--- src/rtl/spi_master_gen.sv ---
// Parametrised SPI master: all four modes, DATA_W-bit words, NUM_CS one-hot-low selects,
// runtime SCLK divider, LSB/MSB ordering and CS-held bursts. Define SPI_LOOPBACK_EN to add the loopback port.
module spi_master_gen #(
  parameter int DATA_W = 8,
  parameter int NUM_CS = 4,
  parameter int DIV_W  = 8,
  localparam int CS_W  = (NUM_CS > 1) ? $clog2(NUM_CS) : 1
) (
  input  logic              clk,
  input  logic              rst_n,
  input  logic              start,
  output logic              ready,
  input  logic [DATA_W-1:0] tx_data,
  input  logic [1:0]        mode,
  input  logic [CS_W-1:0]   cs_sel,
  input  logic              lsb_first,
  input  logic              hold_cs,
  input  logic [DIV_W-1:0]  clk_div,
`ifdef SPI_LOOPBACK_EN
  input  logic              loopback,
`endif
  input  logic              miso,
  output logic              sclk,
  output logic              mosi,
  output logic [NUM_CS-1:0] cs_n,
  output logic              busy,
  output logic              done,
  output logic [DATA_W-1:0] rx_data
);

  localparam int EC_W = $clog2(2 * DATA_W + 2);
  localparam logic [EC_W-1:0] LAST_EDGE = EC_W'(2 * DATA_W);
  localparam logic [EC_W-1:0] FIN_EDGE  = EC_W'(2 * DATA_W + 1);

  typedef enum logic [1:0] {IDLE, XFER, GUARD, HELD} state_t;

  state_t            state;
  logic [DIV_W-1:0]  cnt;
  logic [DIV_W-1:0]  div_lat;
  logic [EC_W-1:0]   edge_cnt;
  logic              cpol_lat;
  logic              cpha_lat;
  logic [CS_W-1:0]   cs_lat;
  logic              lsb_lat;
  logic              hold_lat;
  logic [DATA_W-1:0] tx_sh;
  logic [DATA_W-1:0] rx_sh;

  function automatic logic [NUM_CS-1:0] cs_decode(input logic [CS_W-1:0] sel);
    logic [NUM_CS-1:0] oh;
    oh = '0;
    for (int i = 0; i < NUM_CS; i++) begin
      if (32'(sel) == i) oh[i] = 1'b1;
    end
    return oh;
  endfunction

  function automatic logic pick_bit(input logic [DATA_W-1:0] v, input logic lsb);
    return lsb ? v[0] : v[DATA_W-1];
  endfunction

  function automatic logic [DATA_W-1:0] shift_out(input logic [DATA_W-1:0] v, input logic lsb);
    return lsb ? (v >> 1) : (v << 1);
  endfunction

  function automatic logic [DATA_W-1:0] shift_in(input logic [DATA_W-1:0] v, input logic b,
                                                 input logic lsb);
    return lsb ? {b, v[DATA_W-1:1]} : {v[DATA_W-2:0], b};
  endfunction

  logic              held;
  logic              accept;
  logic              acc_cpol;
  logic              acc_cpha;
  logic [CS_W-1:0]   acc_sel;
  logic              tick;
  logic [EC_W-1:0]   edge_nxt;
  logic              is_edge;
  logic              out_edge;
  logic              sample_edge;
  logic              fin;
  logic              sin;

  // Mode and slave stay frozen while CS is held between burst words.
  assign held     = (state == HELD);
  assign accept   = start && ready;
  assign acc_cpol = held ? cpol_lat : mode[1];
  assign acc_cpha = held ? cpha_lat : mode[0];
  assign acc_sel  = held ? cs_lat : cs_sel;

  assign tick        = (state == XFER) && (cnt == div_lat);
  assign edge_nxt    = edge_cnt + 1'b1;
  assign is_edge     = tick && (edge_nxt <= LAST_EDGE);
  assign out_edge    = is_edge && (edge_nxt[0] == cpha_lat);
  assign sample_edge = is_edge && (edge_nxt[0] != cpha_lat);
  assign fin         = tick && (edge_nxt == FIN_EDGE);

`ifdef SPI_LOOPBACK_EN
  logic lb_lat;
  assign sin = lb_lat ? mosi : miso;

  always_ff @(posedge clk or negedge rst_n) begin
    if (!rst_n)      lb_lat <= 1'b0;
    else if (accept) lb_lat <= loopback;
  end
`else
  assign sin = miso;
`endif

  // Shift datapath: the CPHA=0 first bit leaves on acceptance, so the register is pre-shifted.
  always_ff @(posedge clk) begin
    if (accept)        tx_sh <= acc_cpha ? tx_data : shift_out(tx_data, lsb_first);
    else if (out_edge) tx_sh <= shift_out(tx_sh, lsb_lat);
    if (sample_edge)   rx_sh <= shift_in(rx_sh, sin, lsb_lat);
  end

  always_ff @(posedge clk or negedge rst_n) begin
    if (!rst_n) begin
      state    <= IDLE;
      ready    <= 1'b1;
      busy     <= 1'b0;
      done     <= 1'b0;
      sclk     <= 1'b0;
      mosi     <= 1'b0;
      cs_n     <= '1;
      rx_data  <= '0;
      cnt      <= '0;
      div_lat  <= '0;
      edge_cnt <= '0;
      cpol_lat <= 1'b0;
      cpha_lat <= 1'b0;
      cs_lat   <= '0;
      lsb_lat  <= 1'b0;
      hold_lat <= 1'b0;
    end else begin
      done <= 1'b0;
      case (state)
        IDLE, HELD: begin
          if (held) ready <= 1'b1;
          if (accept) begin
            state    <= XFER;
            ready    <= 1'b0;
            busy     <= 1'b1;
            cnt      <= '0;
            edge_cnt <= '0;
            div_lat  <= clk_div;
            lsb_lat  <= lsb_first;
            hold_lat <= hold_cs;
            cpol_lat <= acc_cpol;
            cpha_lat <= acc_cpha;
            cs_lat   <= acc_sel;
            cs_n     <= ~cs_decode(acc_sel);
            sclk     <= acc_cpol;
            mosi     <= acc_cpha ? 1'b0 : pick_bit(tx_data, lsb_first);
          end
        end
        XFER: begin
          if (tick) begin
            cnt      <= '0;
            edge_cnt <= edge_nxt;
            if (is_edge)  sclk <= ~sclk;
            if (out_edge) mosi <= pick_bit(tx_sh, lsb_lat);
            // Final half-period at CPOL has elapsed: word complete.
            if (fin) begin
              done    <= 1'b1;
              busy    <= 1'b0;
              rx_data <= rx_sh;
              mosi    <= 1'b0;
              if (hold_lat) begin
                state <= HELD;
              end else begin
                state <= GUARD;
                cs_n  <= '1;
              end
            end
          end else begin
            cnt <= cnt + 1'b1;
          end
        end
        GUARD: begin
          if (cnt == div_lat) begin
            cnt   <= '0;
            state <= IDLE;
            ready <= 1'b1;
          end else begin
            cnt <= cnt + 1'b1;
          end
        end
        default: state <= IDLE;
      endcase
    end
  end

endmodule

--- config.mk ---
export PLATFORM = sky130hd
export DESIGN_NAME = spi_master_gen
export DESIGN_NICKNAME = d
export VERILOG_FILES = /design/src/rtl/spi_master_gen.sv
export SDC_FILE = /design/constraint.sdc
export NUM_CORES = 1
export LEC_CHECK = 0
export BUFFER_PORTS_ARGS = -buffer_cell sky130_fd_sc_hd__buf_2
export CORE_MARGIN = 4
export CORE_UTILIZATION = 62
export DETAILED_ROUTE_END_ITERATION = 12
export GPL_TIMING_DRIVEN = 0
export PLACE_DENSITY = 0.85
export SLEW_MARGIN = 20
export SYNTH_ARGS = -nofsm -noshare
export SYNTH_HDL_FRONTEND = slang
export SYNTH_SLANG_ARGS = --single-unit
--- constraint.sdc ---
create_clock -name clk -period 4.49 [get_ports clk]
set_input_delay 0.898 -clock clk [delete_from_list [all_inputs] [get_ports clk]]
set_output_delay 0.898 -clock clk [all_outputs]
set_load 0.05 [all_outputs]
# Yosys cells after proc, flatten, opt, wreduce, memory -nomap -nowiden
# Cells that the tools add are included.
[word_totals] register_bits=62 input_bits=26 out_inout_bits=17 elab_cells=124
[op_classes] add_sub_neg=2 n_lt_le_gt_ge=1 eq_ne=18 n_mux=62 bitwise_logic=2 n_reduce_logical=21
[op_table] operator="8-bit two-way mux" count=9
[op_table] operator="1-bit two-way mux" count=34
[op_table] operator="8-bit case mux with 3 select lines" count=1
[op_table] operator="4-bit two-way mux" count=4
[op_table] operator="4-bit AND reduction" count=4
[op_table] operator="2-bit != test (second input constant)" count=6
[op_table] operator="2-bit two-way mux" count=5
[op_table] operator="5-bit two-way mux" count=2
[op_table] operator="5-bit case mux with 2 select lines" count=1
[op_table] operator="3-bit AND reduction" count=3
[op_table] operator="8-bit by 1-bit adder with 8-bit output (second input constant)" count=1
[op_table] operator="2-bit equality test (second input constant)" count=4
[op_table] operator="8-bit equality test" count=1
[op_table] operator="1-bit case mux with 2 select lines" count=4
[op_table] operator="4-bit case mux with 2 select lines" count=1
[op_table] operator="1-bit logical AND" count=6
[op_table] operator="3-bit != test (second input constant)" count=2
[op_table] operator="2-bit case mux with 3 select lines" count=1
[op_table] operator="2-bit nonzero test" count=3
[op_table] operator="5-bit by 1-bit adder with 5-bit output (second input constant)" count=1
[op_table] operator="5-bit equality test (second input constant)" count=1
[op_table] operator="5-bit <= comparator (second input constant)" count=1
[op_table] operator="5-bit AND reduction" count=1
[op_table] operator="2-bit by 1-bit equality test with 1-bit output (second input constant)" count=2
[op_table] operator="7 further kinds" count=8

# Depth between registers and ports, before layout
# Gate-level depths: netlist of the first run.
[depth] word_depth=9 ltp_mapped=8 depth_no_buf=7

# Worst setup path after synthesis of the first run
# OpenSTA, ideal clock, no wires.
[synth_path] kind="input -> register" from="input lsb_first" to="register mosi" setup_time_ps=128 arrival_ps=1891 required_ps=4362 setup_slack_ps=2472 stages=4 n_path_buf=1 path_cell_list="clkbuf_1 mux2_2 a32oi_1 mux2i_1"
[synth_via] elab_chain_cells=4
[synth_lines] element="start, declared" line_no="16" text="input logic lsb_first,"
[synth_lines] element="1-bit two-way mux" line_no="59" text="return lsb ? v[0] : v[DATA_W-1];"
[synth_lines] element="1-bit two-way mux" line_no="154" text="mosi <= acc_cpha ? 1'b0 : pick_bit(tx_data, lsb_first);"
[synth_lines] element="1-bit two-way mux" line_no="140" text="if (accept) begin"
[synth_lines] element="1-bit case mux with 2 select lines" line_no="137" text="case (state)"
[synth_lines] element="end signal, assigned" line_no="154"
[synth_lines] element="end signal, assigned" line_no="162" text="if (out_edge) mosi <= pick_bit(tx_sh, lsb_lat);"
[synth_lines] element="end, declared" line_no="24" text="output logic mosi,"
# No other way between the ends. The select of a mux whose other input is x is not followed.
# A chain may end at the register's enable or synchronous reset.

# Final worst setup path of the first run
[layout_path] from="register cnt[2]" to="register rx_sh[5], enable pin"
[layout_via] elab_chain_cells=4
[layout_lines] element="start, declared" line_no="38" text="logic [DIV_W-1:0] cnt;"
[layout_lines] element="start signal, assigned" line_no="177" text="cnt <= cnt + 1'b1;"
[layout_lines] element="start signal, assigned" line_no="186" text="cnt <= cnt + 1'b1;"
[layout_lines] element="8-bit equality test" line_no="91" text="assign tick = (state == XFER) && (cnt == div_lat);"
[layout_lines] element="1-bit logical AND" line_no="91"
[layout_lines] element="1-bit logical AND" line_no="93" text="assign is_edge = tick && (edge_nxt <= LAST_EDGE);"
[layout_lines] element="1-bit logical AND" line_no="95" text="assign sample_edge = is_edge && (edge_nxt[0] != cpha_lat);"
[layout_lines] element="named net sample_edge" line_no="80" text="logic sample_edge;"
[layout_lines] element="end signal, assigned" line_no="114" text="if (sample_edge) rx_sh <= shift_in(rx_sh, sin, lsb_lat);"
[layout_lines] element="end, declared" line_no="47" text="logic [DATA_W-1:0] rx_sh;"
# The timed path passes the listed nets, and every way through them passes these cells.

==> impl_metrics.json, run 1 <==
{
  "outcome": "complete, no violations",
  "synth.avg_cell_area_um2": 10.7,
  "ff2ff_setup_slack_ns": 2.33,
  "hold_path.class": "reg -> reg",
  "start_kind": "flop",
  "fmax_mhz": 462,
  "grtUsageTotal_pct": 21.9,
  "drtAntennaViolNets": 0,
  "required_ns": 4.47,
  "wl_per_cell_um": 15.6,
  "final_layout_size_suffix_gt1_share_pct": 28.9,
  "via_per_inst": 5.66,
  "cts.repair.resized": 0,
  "syn_to_final_growth_pct": 15.2,
  "whs_ns": 0.466,
  "drv_slew": 0,
  "core_mm2": 0.00511,
  "initial_core_util_pct": 63.6,
  "vias": 2435,
  "grt_max_degree": 47,
  "cts_setup_buffers": 0,
  "irDropWorstVdd_mv": 0.286,
  "setup_viol": 0,
  "gp_congestion": 0.836,
  "ys_warn_count": 0,
  "nets": 387,
  "netlist_instances": 303,
  "drv_cap": 0,
  "clockRootBuffer": "clkbuf_8",
  "critical_path.slowest_cell": "nor2_1",
  "insertion_delay_ns": 0.34,
  "leakage_nw": 1.73,
  "drc": 0,
  "setup_tns_ns": 0,
  "crit_chain": "xnor2_1 > nand4_1 > nor2_2 > buf_6 > nand4_2 > nor2_1",
  "numCtsBuffers": 9,
  "cts_max_level": 3,
  "pin_count": 43,
  "maxSlewHeadroom_pct": 57.9,
  "cp.arrival_ns": 2.15,
  "min_period_ns": 2.16,
  "synth_ff_type": "dfrtp_1",
  "diodes": 0,
  "cts.sinks": 62,
  "drt_iter0_markers": 112,
  "port_buffers": 41,
  "mappedNetlistNets": 335,
  "die_y_um": 80.4,
  "clk_path_buf_depth": 2,
  "grt_overflow": 0,
  "antenna_found_initial": 0,
  "drt_pass1_iterations": 4,
  "crit_path_max_fanout": 10,
  "cts_tree": "built",
  "ctsHoldBuffers": 0,
  "ys_ff_latch": 62,
  "synth.distinct_cells": 48,
  "dieArea_mm2": 0.00646,
  "nFillCells": 382,
  "syn-cell-area_mm2": 0.00325,
  "synth_seq_area_share_pct": 50.4,
  "p_per_area_mw_per_mm2": 303,
  "max_stage_delay_ns": 0.53,
  "tightestPinTransition_ns": 0.629,
  "dpl.hpwl_mm": 4.73,
  "row_count": 26,
  "grt_pass1_wl_mm": 10.8,
  "path_clk_slew_ns": 0.08,
  "fp.dieW_um": 80.4,
  "finClkSkew_ns": 0.00967,
  "final_common_cell": "buf_2",
  "rsz0062_at_grt": "false",
  "period_share_pct": 48.2,
  "grt_pass1_vias": 2351,
  "end_kind": "flop",
  "worstSetupPathType": "reg -> reg",
  "final_cell_mix": "buf_2 (45), nand2_1 (42), dfrtp_1 (41)",
  "hold_viol_final": 0,
  "synthArstFlopShare_pct": 74.2,
  "wl_mm": 6.69,
  "synth_edf_count": 16
}
[per-stage QoR]
step / instances / setup slack (ns) / util (%) / area [um^2] / power, mW
global route: 430 / 2.15 / 73.3 / 3740 / 1.17
detailed placement: 414 / 2.19 / 69.3 / 3540 / 0.653
CTS: 430 / 2.30 / 73.2 / 3740 / 1.14
floorplan: 303 / 2.47 / - / 3250 / 0.624
global placement: 414 / 2.29 / 69.3 / 3540 / 0.650
finish: 430 / 2.33 / 73.3 / 3740 / 1.13
[layer usage]
metal	global-route usage, %	vias to the layer above	routed length [um]
met3	5.16	13	349
met2	34.6	69	3250
met1	28.9	1168	2980
met4	9.46	0	109
met5	0	-	0
li1	-	1185	-
[power by group]
part	total (mW)	switching, mW	internal, mW
Sequential	0.588	0.00347	0.585
Combinational	0.0543	0.0332	0.0211
Clock	0.492	0.236	0.257
Total	1.13	0.272	0.863
[final cells by class]
class	count	area, um^2	share of cell area [%]
clock buffer	9	124	3.31
multi-input combinational	219	1510	40.3
clock inverter	7	75.1	2.01
tap	70	87.6	2.34
sequential	62	1640	43.8
buffer	13	70.1	1.87
inverter	9	33.8	0.903
timing repair buffer	41	208	5.55
[worst max-delay path: cells and delay by family (launching register included)]
kind / cells / cell delay [ns]
simple gates: 4 / 0.99
flops: 1 / 0.44
xor+xnor: 1 / 0.20
buf+inv: 1 / 0.17
[synthesized netlist by cell type, drive strengths merged, types with 5 or more instances]
master	number	share of area, %
nand2	42	4.9
mux2	23	8.0
mux2i	19	6.0
nor2	24	2.9
o21ai	13	2.2
a21oi	23	3.5
dfstp	5	4.0
ha	6	2.3
xnor2	9	2.4
nand3	7	1.1
a31oi	6	1.2
edfxtp	16	15
inv	9	1.0
dfrtp	41	32
clkbuf	5	0.58
buf	8	1.6
[state kept, by name, indices dropped and copies added, names as in the netlist]
signal / count
ready: 1
tx_sh: 8
rx_sh: 8
sclk: 1
mosi: 1
hold_lat: 1
cs_lat: 2
cpha_lat: 1
rx_data: 8
done: 1
cpol_lat: 1
cnt: 8
lsb_lat: 1
state: 2
cs_n: 4
busy: 1
edge_cnt: 5
div_lat: 8
[logic make-up after synthesis]
| kind of cell | after synthesis | share of synthesized area, % |
|---|---|---|
| xor gates and xnor gates | 12 | 3.24 |
| DFF | 62 | 50.4 |
| and+or+nand+nor | 98 | 14.5 |
| muxes | 42 | 13.9 |
| AOI/OAI and AO/OA | 61 | 12.4 |
| buffers and inverters | 22 | 3.20 |
| adders and majority gates | 6 | 2.31 |
[worst paths after layout]
kind | startpoint | endpoint | cells past startpoint
worst max-delay path | cnt[2]$_DFFE_PN0N_ | rx_sh[5]$_DFFE_PP_ | 6
worst min-delay path | rx_data[2]$_DFFE_PN0P_ | rx_data[2]$_DFFE_PN0P_ | 2
worst max register to register | cnt[2]$_DFFE_PN0N_ | rx_sh[5]$_DFFE_PP_ | 6
worst min register to register | rx_data[2]$_DFFE_PN0P_ | rx_data[2]$_DFFE_PN0P_ | 2
max in group asynchronous | rst_n | cs_n[1]$_DFFE_PN1P_ | 1
min in group asynchronous | rst_n | rx_data[2]$_DFFE_PN0P_ | 1
Note: power is estimated with default switching activity, not from simulation.
==> inputs of run 2 (changes only) <==
--- a/config.mk
+++ b/config.mk
@@ -7,10 +7,10 @@
 export LEC_CHECK = 0
 export BUFFER_PORTS_ARGS = -buffer_cell sky130_fd_sc_hd__buf_2
 export CORE_MARGIN = 4
-export CORE_UTILIZATION = 62
+export CORE_UTILIZATION = 57
 export DETAILED_ROUTE_END_ITERATION = 12
 export GPL_TIMING_DRIVEN = 0
-export PLACE_DENSITY = 0.85
+export PLACE_DENSITY = 0.79
 export SLEW_MARGIN = 20
 export SYNTH_ARGS = -nofsm -noshare
 export SYNTH_HDL_FRONTEND = slang
==> constraint.sdc (replaced) <==
create_clock -name clk -period 2.2 [get_ports clk]
set_input_delay 0.44 -clock clk [delete_from_list [all_inputs] [get_ports clk]]
set_output_delay 0.44 -clock clk [all_outputs]
set_load 0.05 [all_outputs]
==> run 2 against run 1 <==
Net effect:
- sequential share of layout area is 0.38 points lower
- global-route usage fell by 2.9 points
- clock skew shrank 0.0012 ns
- critical path depth is 1 higher
==> impl_metrics.json, run 2 (synthesis results as in run 1) <==
{
  "netSwitchingPower_uw": 518,
  "period_share_pct": 91.8,
  "wl_per_cell_um": 14.7,
  "setup_viol": 0,
  "end_kind": "flop",
  "clk_path_buf_depth": 2,
  "comb_power_share_pct": 4.6,
  "switching_share_pct": 21.7,
  "pin_count": 43,
  "nets": 387,
  "maxSlewHeadroom_pct": 60.8,
  "min_period_ns": 2.02,
  "insertion_delay_ns": 0.33,
  "cts.sinks": 62,
  "path_clk_slew_ns": 0.07,
  "start_kind": "flop",
  "rsz0062_at_grt": "false",
  "clockRootBuffer": "clkbuf_8",
  "finClkSkew_ns": 0.00843,
  "vias": 2363,
  "dieArea_mm2": 0.00697,
  "crit_path_max_fanout": 10,
  "drv_slew": 0,
  "required_ns": 2.26,
  "cts_setup_buffers": 0,
  "drt_iter0_markers": 113,
  "ctsHoldBuffers": 0,
  "die_y_um": 83.5,
  "p_per_area_mw_per_mm2": 632,
  "final_common_cell": "buf_2",
  "final_cell_mix": "buf_2 (45), nand2_1 (42), dfrtp_1 (41)",
  "grtUsageTotal_pct": 19.1,
  "antenna_found_initial": 0,
  "worstSetupPathType": "reg -> reg",
  "drt_pass1_iterations": 5,
  "via_per_inst": 5.47,
  "pwr-share-seq_pct": 50.4,
  "fp.dieW_um": 83.5,
  "nFillCells": 427,
  "pwr-share-clk_pct": 45.0,
  "initial_core_util_pct": 59.0,
  "outcome": "complete, no violations",
  "core_mm2": 0.00551,
  "numCtsBuffers": 9,
  "drtAntennaViolNets": 0,
  "tightestPinTransition_ns": 0.587,
  "leakage_nw": 1.74,
  "total_power_mw": 2.39,
  "cts_tree": "built",
  "hold_path.class": "in -> async",
  "syn_to_final_growth_pct": 16.2,
  "setup_tns_ns": 0,
  "grt_pass1_wl_mm": 10.8,
  "irDropWorstVdd_mv": 0.413,
  "grt_pass1_vias": 2320,
  "fmax_mhz": 495,
  "diodes": 0,
  "dpl.hpwl_mm": 4.53,
  "grt_overflow": 0,
  "hold_viol_final": 0,
  "cts_max_level": 3,
  "cp.arrival_ns": 2.08,
  "grt_max_degree": 47,
  "intPower_mw": 1.87,
  "port_buffers": 41,
  "row_count": 27,
  "gp_congestion": 0.849,
  "drv_cap": 0,
  "wl_mm": 6.37,
  "final_layout_size_suffix_gt1_share_pct": 29.2,
  "drc": 0
}
[run 2: changes by cell type in the layout (fill, tap and decap cells not counted), sizes merged]
| cell | previous run | this run |
|---|---|---|
| clkinvlp | 3 | 2 |
| bufinv | 1 | 2 |
[run 2: layer usage]
layer / part of all wire, % / vias up / track usage, %
met5: 0 / - / 0
met4: 1.3 / 0 / 6.58
met3: 4.6 / 8 / 4.54
met2: 47 / 54 / 30.3
met1: 47 / 1125 / 25.8
li1: - / 1176 / -
[run 2: worst paths after layout]
| check | cells after the start | startpoint | end | slack (ns) |
|---|---|---|---|---|
| max | 7 | state[0]$_DFFE_PN0P_ | tx_sh[1]$_DFFE_PP_ | 0.18 |
| min | 1 | rst_n | rx_data[5]$_DFFE_PN0P_ | 0.10 |
| max reg2reg | 7 | state[0]$_DFFE_PN0P_ | tx_sh[1]$_DFFE_PP_ | 0.18 |
| min reg2reg | 2 | rx_data[4]$_DFFE_PN0P_ | rx_data[4]$_DFFE_PN0P_ | 0.46 |
| max in group asynchronous | 1 | rst_n | cs_n[0]$_DFFE_PN1P_ | 1.70 |
| min in group clk | 2 | clk_div[0] | div_lat[0]$_DFFE_PN0P_ | 0.34 |
[run 2: layout make-up]
cell class | instances | area, um^2 | area share (%)
flip-flops and latches | 62 | 1640 | 43.4
multi-input cells | 219 | 1520 | 40.3
repair buffers | 41 | 208 | 5.50
clock buffers | 9 | 124 | 3.28
well taps | 72 | 90.1 | 2.39
clock inverters | 7 | 88.8 | 2.35
plain buffers | 13 | 70.1 | 1.86
inverters | 9 | 33.8 | 0.895
[run 2: power by group through the flow]
stage | Combinational (mW) | Sequential [mW] | Clock, mW
finish | 0.109 | 1.20 | 1.07
global route | 0.124 | 1.20 | 1.15
CTS | 0.109 | 1.20 | 1.09
detailed placement | 0.107 | 1.22 | 0
global placement | 0.104 | 1.22 | 0
floorplan | 0.0532 | 1.22 | 0
[run 2: metrics by stage]
stage | hold WS (ns) | std cells | area, um^2 | worst slack, ns | util (%)
after global placement | 0.445 | 416 | 3540 | 0.0930 | 64.3
after detailed placement | 0.450 | 416 | 3540 | 0.0885 | 64.3
final | 0.101 | 432 | 3770 | 0.181 | 68.6
after floorplan | 0.144 | 303 | 3250 | 0.356 | -
after global routing | 0.141 | 432 | 3770 | 0.0629 | 68.6
after CTS | 0.321 | 432 | 3760 | 0.0703 | 68.2
[run 2: critical path: stages, from the launching register on]
cell     delay, ns
dfrtp_1       0.40
ha_1          0.16
buf_2         0.22
mux2i_4       0.38
buf_2         0.29
a21oi_1       0.10
nor2_1        0.13
a21oi_1       0.07
[run 2: what timing repair did]
action	in CTS	in global routing
setup endpoints to repair	0	16
endpoints found under the hold margin	0	0
gates resized for setup	0	3
==> inputs of run 3 (changes only) <==
--- a/config.mk
+++ b/config.mk
@@ -10,7 +10,7 @@
 export CORE_UTILIZATION = 57
 export DETAILED_ROUTE_END_ITERATION = 12
 export GPL_TIMING_DRIVEN = 0
-export PLACE_DENSITY = 0.79
+export PLACE_DENSITY = 0.81
 export SLEW_MARGIN = 20
 export SYNTH_ARGS = -nofsm -noshare
 export SYNTH_HDL_FRONTEND = slang
==> run 3 against run 2 <==
Net effect:
- first-iteration DRC count up 28%
- power down 0.80%
- clock-buffer cell count increased by 2
- final cell count is the same
- design area unchanged
- flip-flop and latch count did not move
- fmax decreased by 1.1%
- non-clock buffer count unchanged
- die area did not move
- hold slack got worse by 0.0022 ns
- setup slack lost 0.022 ns
- critical path type unchanged
- largest power group unchanged
==> impl_metrics.json, run 3 (synthesis results as in run 1) <==
{
  "fmax_mhz": 490,
  "final_common_cell": "buf_2",
  "dieArea_mm2": 0.00697,
  "grt_pass1_vias": 2455,
  "grt_max_degree": 47,
  "core_mm2": 0.00551,
  "grt_util_met3_pct": 4.94,
  "pin_count": 43,
  "cts_max_level": 3,
  "tightestPinTransition_ns": 0.575,
  "required_ns": 2.27,
  "max_stage_delay_ns": 0.41,
  "outcome": "complete, no violations",
  "nets": 387,
  "period_share_pct": 92.8,
  "fp.dieW_um": 83.5,
  "grt_overflow": 0,
  "drt_iter0_markers": 145,
  "syn_to_final_growth_pct": 16.2,
  "drtAntennaViolNets": 0,
  "setup_viol": 0,
  "top_usage_layer": "met2",
  "met2_usage_pct": 33.1,
  "irDropWorstVdd_mv": 0.578,
  "drt_pass1_iterations": 4,
  "drv_cap": 0,
  "min_period_ns": 2.04,
  "clk_path_buf_depth": 2,
  "port_buffers": 41,
  "maxSlewHeadroom_pct": 61.7,
  "antenna_found_initial": 0,
  "die_y_um": 83.5,
  "wl_mm": 6.75,
  "total_power_mw": 2.37,
  "critical_path.slowest_cell": "dfrtp_1",
  "p_per_area_mw_per_mm2": 627,
  "row_count": 27,
  "initial_core_util_pct": 59.0,
  "crit_chain": "ha_1 > buf_2 > mux2i_4 > buf_2 > mux2i_1 > o21ai_1",
  "via_per_inst": 5.60,
  "drv_slew": 0,
  "critPathMostFrequentCell": "buf_2",
  "hold_viol_final": 0,
  "gp_congestion": 0.835,
  "wl_per_cell_um": 15.6,
  "cts_tree": "built",
  "path_clk_slew_ns": 0.08,
  "grt_pass1_wl_mm": 11.3,
  "leakage_nw": 1.75,
  "diodes": 0,
  "layoutNonFillerInstCount": 432,
  "final_layout_size_suffix_gt1_share_pct": 29.4,
  "end_kind": "flop",
  "numCtsBuffers": 9,
  "vias": 2421,
  "crit_path_max_fanout": 10,
  "dp.cells": 416,
  "grtUsageTotal_pct": 20.2,
  "hold_path.class": "in -> async",
  "worstSetupPathType": "reg -> reg",
  "ctsHoldBuffers": 0,
  "rsz0062_at_grt": "false",
  "finClkSkew_ns": 0.0124,
  "drc": 0,
  "reg2reg_depth": 6,
  "cts.sinks": 62,
  "final_cell_mix": "buf_2 (45), nand2_1 (42), dfrtp_1 (41)",
  "start_kind": "flop",
  "dpl.hpwl_mm": 4.81,
  "insertion_delay_ns": 0.34,
  "clockRootBuffer": "clkbuf_8",
  "cp.arrival_ns": 2.11,
  "grt.met1_usage_pct": 25.7
}
## run 3: cell count changes in the layout (fill, tap and decap cells not counted), sizes merged
cell      change
bufinv        -1
clkinvlp      -2
clkbuf        +2
inv           +1
## run 3: worst max-delay path, delay by kind of cell (launching register included)
kind                       cells  cell delay [ns]
adders and majority gates      1             0.18
muxes                          2             0.60
DFF                            1             0.41
AOI/OAI and AO/OA              1             0.08
buffers and inverters          2             0.50
## run 3: final timing paths
check	start	to	slack (ns)
worst max-delay path	state[0]$_DFFE_PN0P_	tx_sh[7]$_DFFE_PP_	0.16
worst min-delay path	rst_n	edge_cnt[4]$_DFFE_PN0P_	0.1
worst max register to register	state[0]$_DFFE_PN0P_	tx_sh[7]$_DFFE_PP_	0.16
worst min register to register	rx_data[4]$_DFFE_PN0P_	rx_data[4]$_DFFE_PN0P_	0.46
max in group asynchronous	rst_n	cnt[4]$_DFFE_PN0N_	1.71
min in group clk	clk_div[7]	div_lat[7]$_DFFE_PN0P_	0.33
## run 3: through the flow
step	utilization [%]	setup TNS (ns)	hold slack, ns	setup slack, ns	area (um^2)
6_report	68.6	0	0.0984	0.159	3770
5_1_grt	68.6	0	0.135	0.0106	3770
4_1_cts	68.2	0	0.303	0.0902	3750
3_5_place_dp	64.3	-0.0309	0.451	-0.00401	3540
3_3_place_gp	64.3	0	0.444	0.101	3540
2_1_floorplan	-	0	0.144	0.356	3250
## run 3: power by group
part	leakage [nW]	internal (mW)	total (mW)	switching [mW]
clock	0.109	0.591	1.06	0.464
sequential	0.739	1.19	1.20	0.00682
combinational	0.898	0.0436	0.110	0.0664
## run 3: final cells by class
class                      instances  area [um^2]
buffer                            13         70.1
clock buffer                      11          153
clock inverter                     5         55.1
fill                             411         1730
inverter                           9         33.8
multi-input combinational        219         1530
sequential                        62         1640
tap                               72         90.1
timing repair buffer              41          208
## run 3: per-layer routing
layer	share of wire, %	up-vias
met5	0	-
met2	48	67
met3	5.6	12
met1	44	1163
li1	-	1179
met4	1.9	0
## run 3: timing repair
item / in CTS / in global routing
setup endpoints to repair: 8 / 8
gates resized for setup: 1 / 3
endpoints found under the hold margin: 0 / 0
pin swaps: 0 / 0
setup buffers: 0 / 0
